[src/rtl/dcache_pkg.sv]
// -----------------------------------------------------------------------------
// dcache_pkg
//
// Shared definitions for the data-cache flush/fill controller:
//   - default memory-block geometry (word width, word-address width, line size)
//   - flush FSM state encoding
//   - statistics counter width and its saturating increment helper
//
// Optional build macro used by the importing files: DCACHE_FLUSH_STATS_EN
// -----------------------------------------------------------------------------
package dcache_pkg;

   localparam int DCACHE_DATABITS = 32;
   localparam int DCACHE_ADDRBITS = 5;
   localparam int DCACHE_LINEBITS = 3;
   localparam int DCACHE_STAT_W   = 16;

   typedef enum logic [2:0] {
      ST_IDLE     = 3'd0,
      ST_WB_RD    = 3'd1,
      ST_WB_CAP   = 3'd2,
      ST_WB_REQ   = 3'd3,
      ST_FILL_REQ = 3'd4,
      ST_FILL_WR  = 3'd5,
      ST_DONE     = 3'd6
   } flush_state_e;

   // Saturating increment: sticks at all ones instead of wrapping.
   function automatic logic [DCACHE_STAT_W-1:0] stat_sat_inc(
      input logic [DCACHE_STAT_W-1:0] v
   );
      return (&v) ? v : v + DCACHE_STAT_W'(1);
   endfunction

endpackage

[src/rtl/dcache_flush_cnt.sv]
// -----------------------------------------------------------------------------
// dcache_flush_cnt
//
// Word counter within a cache line for the flush/fill controller.
//
// Ports:
//   clk      in   system clock
//   reset_n  in   asynchronous active-low reset
//   clr      in   synchronous clear to word 0 (wins over inc)
//   inc      in   advance to the next word
//   cnt      out  current word index within the line
//   last     out  1 when cnt addresses the final word of the line
// -----------------------------------------------------------------------------
module dcache_flush_cnt
   import dcache_pkg::*;
#(
   parameter int LINEBITS = DCACHE_LINEBITS
) (
   input  logic                clk,
   input  logic                reset_n,
   input  logic                clr,
   input  logic                inc,
   output logic [LINEBITS-1:0] cnt,
   output logic                last
);

   always_ff @(posedge clk or negedge reset_n) begin
      if (!reset_n) begin
         cnt <= '0;
      end else if (clr) begin
         cnt <= '0;
      end else if (inc) begin
         cnt <= cnt + LINEBITS'(1);
      end
   end

   assign last = &cnt;

endmodule

[src/rtl/dcache_flush_ctrl.sv]
// -----------------------------------------------------------------------------
// dcache_flush_ctrl
//
// Flush/fill controller for the data-cache memory block. On a start pulse it
// writes one cache line back to main memory (only when the line is dirty) and
// then refills the same line from main memory, one word per bus beat. While
// busy it owns the memory block through the flush port.
//
// Optional feature (build macro DCACHE_FLUSH_STATS_EN): adds saturating
// request counters stat_wb (dirty requests) and stat_fill (all requests),
// both bumped when a request completes.
//
// Ports:
//   clk, reset_n          clock, asynchronous active-low reset
//   start                 one-cycle request pulse, taken only while idle
//   line_idx              cache line to process
//   dirty                 1 = write the line back before refilling it
//   wb_base, fill_base    main-memory word address of line word 0
//   busy                  high from acceptance until the done cycle
//   done                  one-cycle completion pulse
//   flush_mode            memory block flush-port select (equals busy)
//   flush_addr            memory block word address {line, word}
//   flush_in              fill data to the memory block
//   flush_we              memory block write strobe
//   flush_byteenable      all lanes while flush_we is high
//   flush_out             memory block read data, one cycle after flush_addr
//   mem_req/mem_we        bus request / write beat; request held until ack
//   mem_addr, mem_wdata   beat address (base + word) and writeback data
//   mem_ack, mem_rdata    beat complete; read data valid with the ack
//   stat_wb, stat_fill    (DCACHE_FLUSH_STATS_EN only) request counters
// -----------------------------------------------------------------------------
module dcache_flush_ctrl
   import dcache_pkg::*;
#(
   parameter int DATABITS    = DCACHE_DATABITS,
   parameter int ADDRBITS    = DCACHE_ADDRBITS,
   parameter int BANKNUM     = 4,
   parameter int LINEBITS    = DCACHE_LINEBITS,
   parameter int MEMADDRBITS = 32
) (
   input  logic                         clk,
   input  logic                         reset_n,
   input  logic                         start,
   input  logic [ADDRBITS-LINEBITS-1:0] line_idx,
   input  logic                         dirty,
   input  logic [MEMADDRBITS-1:0]       wb_base,
   input  logic [MEMADDRBITS-1:0]       fill_base,
   output logic                         busy,
   output logic                         done,
   output logic                         flush_mode,
   output logic [ADDRBITS-1:0]          flush_addr,
   output logic [DATABITS-1:0]          flush_in,
   output logic                         flush_we,
   output logic [BANKNUM-1:0]           flush_byteenable,
   input  logic [DATABITS-1:0]          flush_out,
   output logic                         mem_req,
   output logic                         mem_we,
   output logic [MEMADDRBITS-1:0]       mem_addr,
   output logic [DATABITS-1:0]          mem_wdata,
   input  logic                         mem_ack,
   input  logic [DATABITS-1:0]          mem_rdata
`ifdef DCACHE_FLUSH_STATS_EN
   ,
   output logic [DCACHE_STAT_W-1:0]     stat_wb,
   output logic [DCACHE_STAT_W-1:0]     stat_fill
`endif
);

   localparam int LW = ADDRBITS - LINEBITS;

   flush_state_e            state_q;
   flush_state_e            state_d;

   logic [LW-1:0]           line_q;
   logic                    dirty_q;
   logic [MEMADDRBITS-1:0]  wb_base_q;
   logic [MEMADDRBITS-1:0]  fill_base_q;

   logic [LINEBITS-1:0]     cnt;
   logic                    cnt_last;
   logic                    cnt_clr;
   logic                    cnt_inc;
   logic [MEMADDRBITS-1:0]  cnt_ext;

   logic                    accept;

   assign accept  = (state_q == ST_IDLE) && start;
   assign cnt_ext = {{(MEMADDRBITS-LINEBITS){1'b0}}, cnt};

   // ---------------------------------------------------------------------------
   // Word counter
   // ---------------------------------------------------------------------------
   dcache_flush_cnt #(
      .LINEBITS (LINEBITS)
   ) u_cnt (
      .clk     (clk),
      .reset_n (reset_n),
      .clr     (cnt_clr),
      .inc     (cnt_inc),
      .cnt     (cnt),
      .last    (cnt_last)
   );

   // ---------------------------------------------------------------------------
   // FSM: state register
   // ---------------------------------------------------------------------------
   always_ff @(posedge clk or negedge reset_n) begin
      if (!reset_n) begin
         state_q <= ST_IDLE;
      end else begin
         state_q <= state_d;
      end
   end

   // ---------------------------------------------------------------------------
   // FSM: next state
   // ---------------------------------------------------------------------------
   always_comb begin
      state_d = state_q;
      case (state_q)
         ST_IDLE: begin
            if (start) begin
               state_d = dirty ? ST_WB_RD : ST_FILL_REQ;
            end
         end
         ST_WB_RD:  state_d = ST_WB_CAP;
         ST_WB_CAP: state_d = ST_WB_REQ;
         ST_WB_REQ: begin
            if (mem_ack) begin
               state_d = cnt_last ? ST_FILL_REQ : ST_WB_RD;
            end
         end
         ST_FILL_REQ: begin
            if (mem_ack) begin
               state_d = ST_FILL_WR;
            end
         end
         ST_FILL_WR: state_d = cnt_last ? ST_DONE : ST_FILL_REQ;
         ST_DONE:    state_d = ST_IDLE;
         default:    state_d = ST_IDLE;
      endcase
   end

   // ---------------------------------------------------------------------------
   // FSM: outputs and counter control
   // All bus and flush strobes decode straight from the state register, so an
   // asynchronous reset drops them immediately without waiting for a clock.
   // ---------------------------------------------------------------------------
   always_comb begin
      busy     = (state_q != ST_IDLE);
      done     = 1'b0;
      mem_req  = 1'b0;
      mem_we   = 1'b0;
      mem_addr = '0;
      flush_we = 1'b0;
      cnt_clr  = 1'b0;
      cnt_inc  = 1'b0;
      case (state_q)
         ST_IDLE: begin
            cnt_clr = start;
         end
         ST_WB_REQ: begin
            mem_req  = 1'b1;
            mem_we   = 1'b1;
            mem_addr = wb_base_q + cnt_ext;
            if (mem_ack) begin
               cnt_clr = cnt_last;
               cnt_inc = !cnt_last;
            end
         end
         ST_FILL_REQ: begin
            mem_req  = 1'b1;
            mem_addr = fill_base_q + cnt_ext;
         end
         ST_FILL_WR: begin
            flush_we = 1'b1;
            cnt_clr  = cnt_last;
            cnt_inc  = !cnt_last;
         end
         ST_DONE: begin
            done = 1'b1;
         end
         default: begin
            busy = 1'b0;
         end
      endcase
   end

   assign flush_mode       = busy;
   assign flush_addr       = {line_q, cnt};
   assign flush_byteenable = {BANKNUM{flush_we}};

   // ---------------------------------------------------------------------------
   // Request latch and data capture
   // mem_wdata is loaded only in WB_CAP, so it cannot change while a write
   // beat is waiting for its ack.
   // ---------------------------------------------------------------------------
   always_ff @(posedge clk or negedge reset_n) begin
      if (!reset_n) begin
         line_q      <= '0;
         dirty_q     <= 1'b0;
         wb_base_q   <= '0;
         fill_base_q <= '0;
         mem_wdata   <= '0;
         flush_in    <= '0;
      end else begin
         if (accept) begin
            line_q      <= line_idx;
            dirty_q     <= dirty;
            wb_base_q   <= wb_base;
            fill_base_q <= fill_base;
         end
         if (state_q == ST_WB_CAP) begin
            mem_wdata <= flush_out;
         end
         if ((state_q == ST_FILL_REQ) && mem_ack) begin
            flush_in <= mem_rdata;
         end
      end
   end

`ifdef DCACHE_FLUSH_STATS_EN
   // ---------------------------------------------------------------------------
   // Completion statistics
   // ---------------------------------------------------------------------------
   always_ff @(posedge clk or negedge reset_n) begin
      if (!reset_n) begin
         stat_wb   <= '0;
         stat_fill <= '0;
      end else if (state_q == ST_DONE) begin
         stat_fill <= stat_sat_inc(stat_fill);
         if (dirty_q) begin
            stat_wb <= stat_sat_inc(stat_wb);
         end
      end
   end
`endif

endmodule

[config.mk]
export PLATFORM = sky130hd
export DESIGN_NAME = dcache_flush_ctrl
export DESIGN_NICKNAME = d
export VERILOG_FILES = /design/src/rtl/dcache_pkg.sv /design/src/rtl/dcache_flush_cnt.sv /design/src/rtl/dcache_flush_ctrl.sv
export SDC_FILE = /design/constraint.sdc
export NUM_CORES = 1
export LEC_CHECK = 0
export ABC_AREA = 1
export ABC_CLOCK_PERIOD_IN_PS = 3100
export CAP_MARGIN = 20
export CORE_AREA = 2 2 154 111
export DETAILED_ROUTE_END_ITERATION = 7
export DIE_AREA = 0 0 156 113
export GPL_TIMING_DRIVEN = 0
export HOLD_SLACK_MARGIN = 0.1
export PLACE_DENSITY = 0.91
export SYNTH_ARGS = -nofsm -noshare
export SYNTH_HDL_FRONTEND = slang
export SYNTH_SLANG_ARGS = --single-unit
[constraint.sdc]
create_clock -name clk -period 3.1 [get_ports clk]
set_clock_uncertainty 0.05 [all_clocks]
set_input_delay 0.465 -clock clk [delete_from_list [all_inputs] [get_ports clk]]
set_output_delay 0.465 -clock clk [all_outputs]
set_load 0.01 [all_outputs]
==> impl_results.md, run 1 <==
- Status: finished with violations
- Failing checks: negative setup slack
- Main synth FF type: dfrtp_1
- Crit-path slowest cell: dfrtp_1
- Top-count cell post-synth: nand2_1
- Crit path cell chain: nor2_4 -> nand2_4 -> buf_8 -> buf_12 -> clkbuf_16 -> nand2_2 -> nand2_2 -> ha_4 -> fa_2 -> nand2_4 -> nand2_4 -> nand3_4 -> nor2_4 -> nand2_4 -> nor2_4 -> buf_6 -> a21oi_1 -> buf_2
- CTS Buf Count: 17
- Seq/Total Area, Yosys: 46.6%
- DR pass1 iterations: 5
- Crit start category: register
- Initial antenna violation count: 0
- ANT nets after route: 0
- Pleak: 5.59 nW
- Die Area: 0.0176 mm²
- First-pass GRT wire length: 41.5 mm
- Ant. Diodes: 0
- DP HPWL: 19.2 mm
- Clk sinks: 136
- H-tree depth: 4
- Cell Area, Placed: 0.0100 mm²
- Kind of cell adding the most delay to the critical path: simple AND/OR/NAND/NOR gates
- Crit Path Class: register to output port
- Drt total wl: 26.6 mm
- Clk buf depth: 2
- Fin. Hold Viols: 0
- Async set or reset register ratio after synthesis: 100%
- Die W: 156 µm
- Syn Nets: 1123
- Post-route cell area: 0.0113 mm²
- Row cnt: 39
- CP max FO: 4
- Initial Util: 45.5%
- Global Route Usage Sum: 30.5%
- Cell variety after synth: 32
- Vias post-DR: 7833
- RSZ-0062 raised after global routing: true
- Final Cycle Share: 115%
- Pwr Density: 992 mW/mm²
- Share of cells above drive strength 1: 19.7%
- EDFF count, synth: 0
- FMAX: 280 MHz
- Worst path max stage delay: 0.41 ns
- Largest net degree at the start of global routing: 89
- Boundary Pins: 246
- Port bufs: 245
- Final Total Pwr: 11.2 mW
- Mapped Avg Cell Area: 7.43 µm²
- Worst Setup End Kind: output port
- Syn. warnings: 0
- Final-stage net count: 1426
- Mapped Area: 0.00730 mm²
- Final Worst Setup Slack: -0.470 ns
- DIE HEIGHT: 113 µm
- Worst skew pair latency: 0.42 ns
- Total congestion overflow: 0
- Drt drc: 0
- Max_slew headroom: 54.0%
- CTS tree: yes
- Worst slew pin tran: 0.690 ns
- Pre-CTS setup slack: -1.13 ns
- Clock transition at path regs: 0.06 ns
- Fin. max-slew vios: 0
- Max-Cap Viols: 0
- Vias in the first global route: 7929
- GP Congestion: 0.990
- Tmin final: 3.57 ns
- Most common cell on crit path: nand2_4
- Final-report setup violation count: 28
- Synth top cells by count: 458 x nand2_1, 136 x dfrtp_1, 85 x nor2_1, 61 x inv_1, 45 x nand3_1
- Iter 0 DRT Violations: 757
- #FFs+latches synth: 136
- Mapped Cells: 982
- Area grow syn2layout: 55.1%
- Total negative slack: -10.47 ns
- Area leader, netlist: dfrtp_1
- Worst Path Required: 2.58 ns
- Top-area cell type share of the netlist area: 46.6%
- CP Buf/Inv Count: 5
- Placeable Area: 0.0161 mm²
- Hold/Removal Path Class: register to register
- Root buf cell: clkbuf_16
- Crit path DAT: 3.05 ns
- DR WL/cell: 17.7 µm
- Area contributors post-synth: dfrtp_1 47%, nand2_1 24%, mux2_2 4.9%, nor2_1 4.4%, inv_1 3.1%
- Vias per Instance: 5.21
- Worst VDD drop: 0.000709 V
==> state kept, by name, summed over array words and instances (netlist names) <==
register,count
line_q,2
u_cnt.cnt,3
flush_in,32
fill_base_q,32
mem_wdata,32
wb_base_q,32
state_q,3
==> final timing paths <==
check / slack [ns] / depth (start not counted) / startpoint / to
min in group asynchronous: 0.50 / 2 / reset_n / mem_wdata[13]$_DFFE_PN0P_
min: 0.42 / 2 / mem_wdata[30]$_DFFE_PN0P_ / mem_wdata[30]$_DFFE_PN0P_
max reg2reg: 0.66 / 9 / state_q[2]$_DFFE_PN0P_ / mem_wdata[24]$_DFFE_PN0P_
max in group asynchronous: 1.70 / 3 / reset_n / state_q[0]$_DFFE_PN0P_
min reg2reg: 0.42 / 2 / mem_wdata[30]$_DFFE_PN0P_ / mem_wdata[30]$_DFFE_PN0P_
max: -0.47 / 18 / state_q[1]$_DFFE_PN0P_ / mem_addr[12]
==> per-stage QoR <==
step	instances	hold slack [ns]	util [%]
2_1_floorplan	982	0.119	-
5_1_grt	1503	0.450	70.5
6_report	1503	0.422	70.5
4_1_cts	1487	0.424	69.0
3_3_place_gp	1432	0.404	62.3
3_5_place_dp	1433	0.378	62.5
==> cell type report <==
type | count | area, µm²
clock buffer | 18 | 429
tap | 205 | 256
buffer | 47 | 315
clock inverter | 14 | 186
multi-input combinational | 737 | 3810
fill | 1249 | 4740
inverter | 62 | 240
timing repair buffer | 284 | 2680
sequential | 136 | 3400
==> tightest hold or removal path, cell delays in order (launching register included) <==
cell,delay [ns]
dfrtp_1,0.34
nand2_1,0.05
nand2_1,0.05
==> power by group <==
group	internal [mW]	switching (mW)	leakage, nW
Clock	1.29	0.865	0.288
Sequential	2.61	0.537	1.70
Combinational	2.49	3.43	3.60
Total	6.39	4.84	5.59
==> metal layers <==
| layer | GRT usage (%) | share of wire (%) |
|---|---|---|
| met2 | 48.2 | 46 |
| met4 | 11.9 | 2.9 |
| met3 | 11.4 | 12 |
| met5 | 0 | 0 |
| met1 | 38.3 | 40 |
==> placed cells by master (no fill, tap or decap), types with 13 or more instances in the layout <==
cell             netlist  routed
clkbuf_16              0      18
buf_6                  2      13
mux2_2                32      32
inv_1                 61      58
buf_4                 10      38
nand2_1              458     437
nand3b_1              21      21
nand3_1               45      36
nand2_2                5      14
o21ai_0               39      32
dfrtp_1              136     135
nand2_4                1      13
buf_2                 24      50
clkdlybuf4s50_1        0     211
nor2_1                85      73
==> what timing repair did <==
| item | in CTS | in global routing |
|---|---|---|
| cloned | 0 | 0 |
| hold buffers | 1 | 0 |
| gates resized for setup | 208 | 48 |
| setup endpoints to repair | 35 | 35 |
| hold endpoints to repair | 48 | 0 |
| pin swaps | 44 | 38 |
| setup buffers | 21 | 16 |
==> logic make-up after synthesis <==
logic type      synth area share (%)
fa+ha+maj                       1.13
compound gates                  4.11
simple gates                    36.0
mux                             4.94
xor+xnor                       0.480
flops                           46.6
buf+inv                         6.74
Power figures use the tool's default switching activity.
==> run 2: changes to the inputs <==
- GPL_TIMING_DRIVEN: 0 -> not set
==> impl_results.md, run 2 (same netlist as run 1, synthesis figures left out) <==
- Worst Path Required: 2.58 ns
- Pre-CTS setup slack: -0.256 ns
- Clk sinks: 136
- Worst Setup End Kind: output port
- FMAX: 290 MHz
- FF-to-FF path depth: 10
- Largest net degree at the start of global routing: 56
- Worst skew pair latency: 0.43 ns
- Failing checks: negative setup slack
- Boundary Pins: 246
- Fin. max-slew vios: 0
- Area grow syn2layout: 55.7%
- Net Switching: 4.86 mW
- Clock power frac: 17.6%
- Port bufs: 245
- Share of cells above drive strength 1: 21.3%
- Vias per Instance: 5.28
- DP HPWL: 17.2 mm
- Max-Cap Viols: 0
- Total congestion overflow: 0
- M1 WL: 10.5 mm
- Ant. Diodes: 0
- Met2 wire len: 12.1 mm
- Detail Route met3 WL: 2.58 mm
- Clock transition at path regs: 0.06 ns
- Initial Util: 45.5%
- Drt total wl: 26.1 mm
- Pleak: 5.55 nW
- R2R setup slack: 0.69 ns
- Final-report setup violation count: 26
- Most frequent cells in the layout: 429 x nand2_1, 212 x clkdlybuf4s50_1, 135 x dfrtp_1, 62 x buf_4, 59 x nor2_1
- FF-to-FF Start: state_q[1]$_DFFE_PN0P_
- Hold Crit Endpoint: mem_wdata[25]$_DFFE_PN0P_
- RSZ-0062 raised after global routing: true
- Root buf cell: clkbuf_16
- Final Worst Setup Slack: -0.345 ns
- CTS Buf Count: 17
- Die W: 156 µm
- Placeable Area: 0.0161 mm²
- Sw Share: 43.4%
- Worst slew pin tran: 0.534 ns
- Commonest non-fill, non-tap cell in the layout: nand2_1
- Fin. Hold Viols: 0
- Drt drc: 0
- Final Cycle Share: 111%
- Seq pwr share: 28.1%
- Max_slew headroom: 64.4%
- Worst VDD drop: 0.000590 V
- Fillers: 1200
- Initial antenna violation count: 0
- Status: finished with violations
- Cell total after placement: 1443
- Internal power: 6.33 mW
- Hold/Removal Path Class: register to register
- DIE HEIGHT: 113 µm
- Pwr Density: 985 mW/mm²
- Vias in the first global route: 7828
- GP Congestion: 0.951
- Crit Path Class: register to output port
- Crit path DAT: 2.93 ns
- Crit start category: register
- Terminus of the critical flop-to-flop path: wb_base_q[21]$_DFFE_PN0P_
- Combinational Power Share: 54.3%
- Global Route Usage Sum: 29.2%
- CTS tree: yes
- DR WL/cell: 17.5 µm
- Final Non-Filler Cells: 1497
- H-tree depth: 4
- Die Area: 0.0176 mm²
- Vias post-DR: 7902
- WHS Path Cells: 2
- Core Util, Final: 70.8%
- Iter 0 DRT Violations: 648
- Clk buf depth: 2
- Max Used Layer: met4
- DR pass1 iterations: 5
- Row cnt: 39
- Tmin final: 3.44 ns
- CP max FO: 6
- Hold Crit Start: mem_wdata[25]$_DFFE_PN0P_
- First-pass GRT wire length: 40.3 mm
- ANT nets after route: 0
- Final-stage net count: 1420
[run 2: power by group through the flow]
stage | clock, mW | combinational (mW) | sequential [mW]
floorplan | 0 | 2.74 | 3.21
global placement | 0 | 5.35 | 3.08
detailed placement | 0 | 5.49 | 3.13
CTS | 1.99 | 5.79 | 3.12
global route | 2.08 | 6.58 | 3.23
finish | 1.97 | 6.08 | 3.14
[run 2: layout make-up]
type	count	area, µm²	share of cell area, %
clock inverters	14	131	1.16
well taps	205	256	2.26
multi-input cells	737	3810	33.5
repair buffers	325	3090	27.2
flip-flops and latches	136	3400	30.0
clock buffers	18	439	3.87
inverters	62	235	2.07
[run 2: timing repair]
action	in CTS	in global routing
endpoints found under the setup margin	39	35
gates resized for setup	200	48
pin swaps	39	30
setup buffers	15	8
gates cloned	2	1
hold buffers	1	0
hold endpoints to repair	52	0
[run 2: critical path, cell delays in order (launching register included)]
cell and delay [ns]:
dfrtp_1 0.41, nor2_4 0.15, nand2_4 0.09, inv_4 0.08
nand2_2 0.05, nand2_2 0.08, ha_4 0.14, fa_2 0.20
nand2_2 0.07, nand2_2 0.08, nand3_4 0.07, nor2_4 0.19
nand2_4 0.12, nor2_4 0.21, nand2_2 0.10, nand2_1 0.09
nand2_1 0.07, nor2_1 0.15, buf_2 0.16
[run 2: how the worst max path moves through the flow]
stage / from / end
3_5_place_dp: state_q[1]$_DFFE_PN0P_ / mem_addr[12]
4_1_cts: state_q[0]$_DFFE_PN0P_ / mem_addr[24]
5_1_grt: state_q[1]$_DFFE_PN0P_ / mem_addr[18]
6_report: state_q[1]$_DFFE_PN0P_ / mem_addr[18]
2_1_floorplan: state_q[0]$_DFFE_PN0P_ / mem_addr[20]
3_3_place_gp: state_q[1]$_DFFE_PN0P_ / mem_addr[12]
[run 2: metal layers]
layer / up-vias / global-route usage [%]
li1: 3666 / -
met4: 0 / 12.0
met2: 440 / 46.8
met5: - / 0
met3: 82 / 8.85
met1: 3714 / 37.2
[run 2: metrics by stage]
step	TNS, ns	hold slack [ns]	area (µm²)	power [mW]
6_report	-3.87	0.419	11400	11.2
5_1_grt	-7.93	0.455	11400	11.9
4_1_cts	-2.94	0.424	11200	10.9
3_5_place_dp	-4.07	0.408	10200	8.61
3_3_place_gp	-2.31	0.404	10200	8.43
2_1_floorplan	0	0.119	7300	5.95
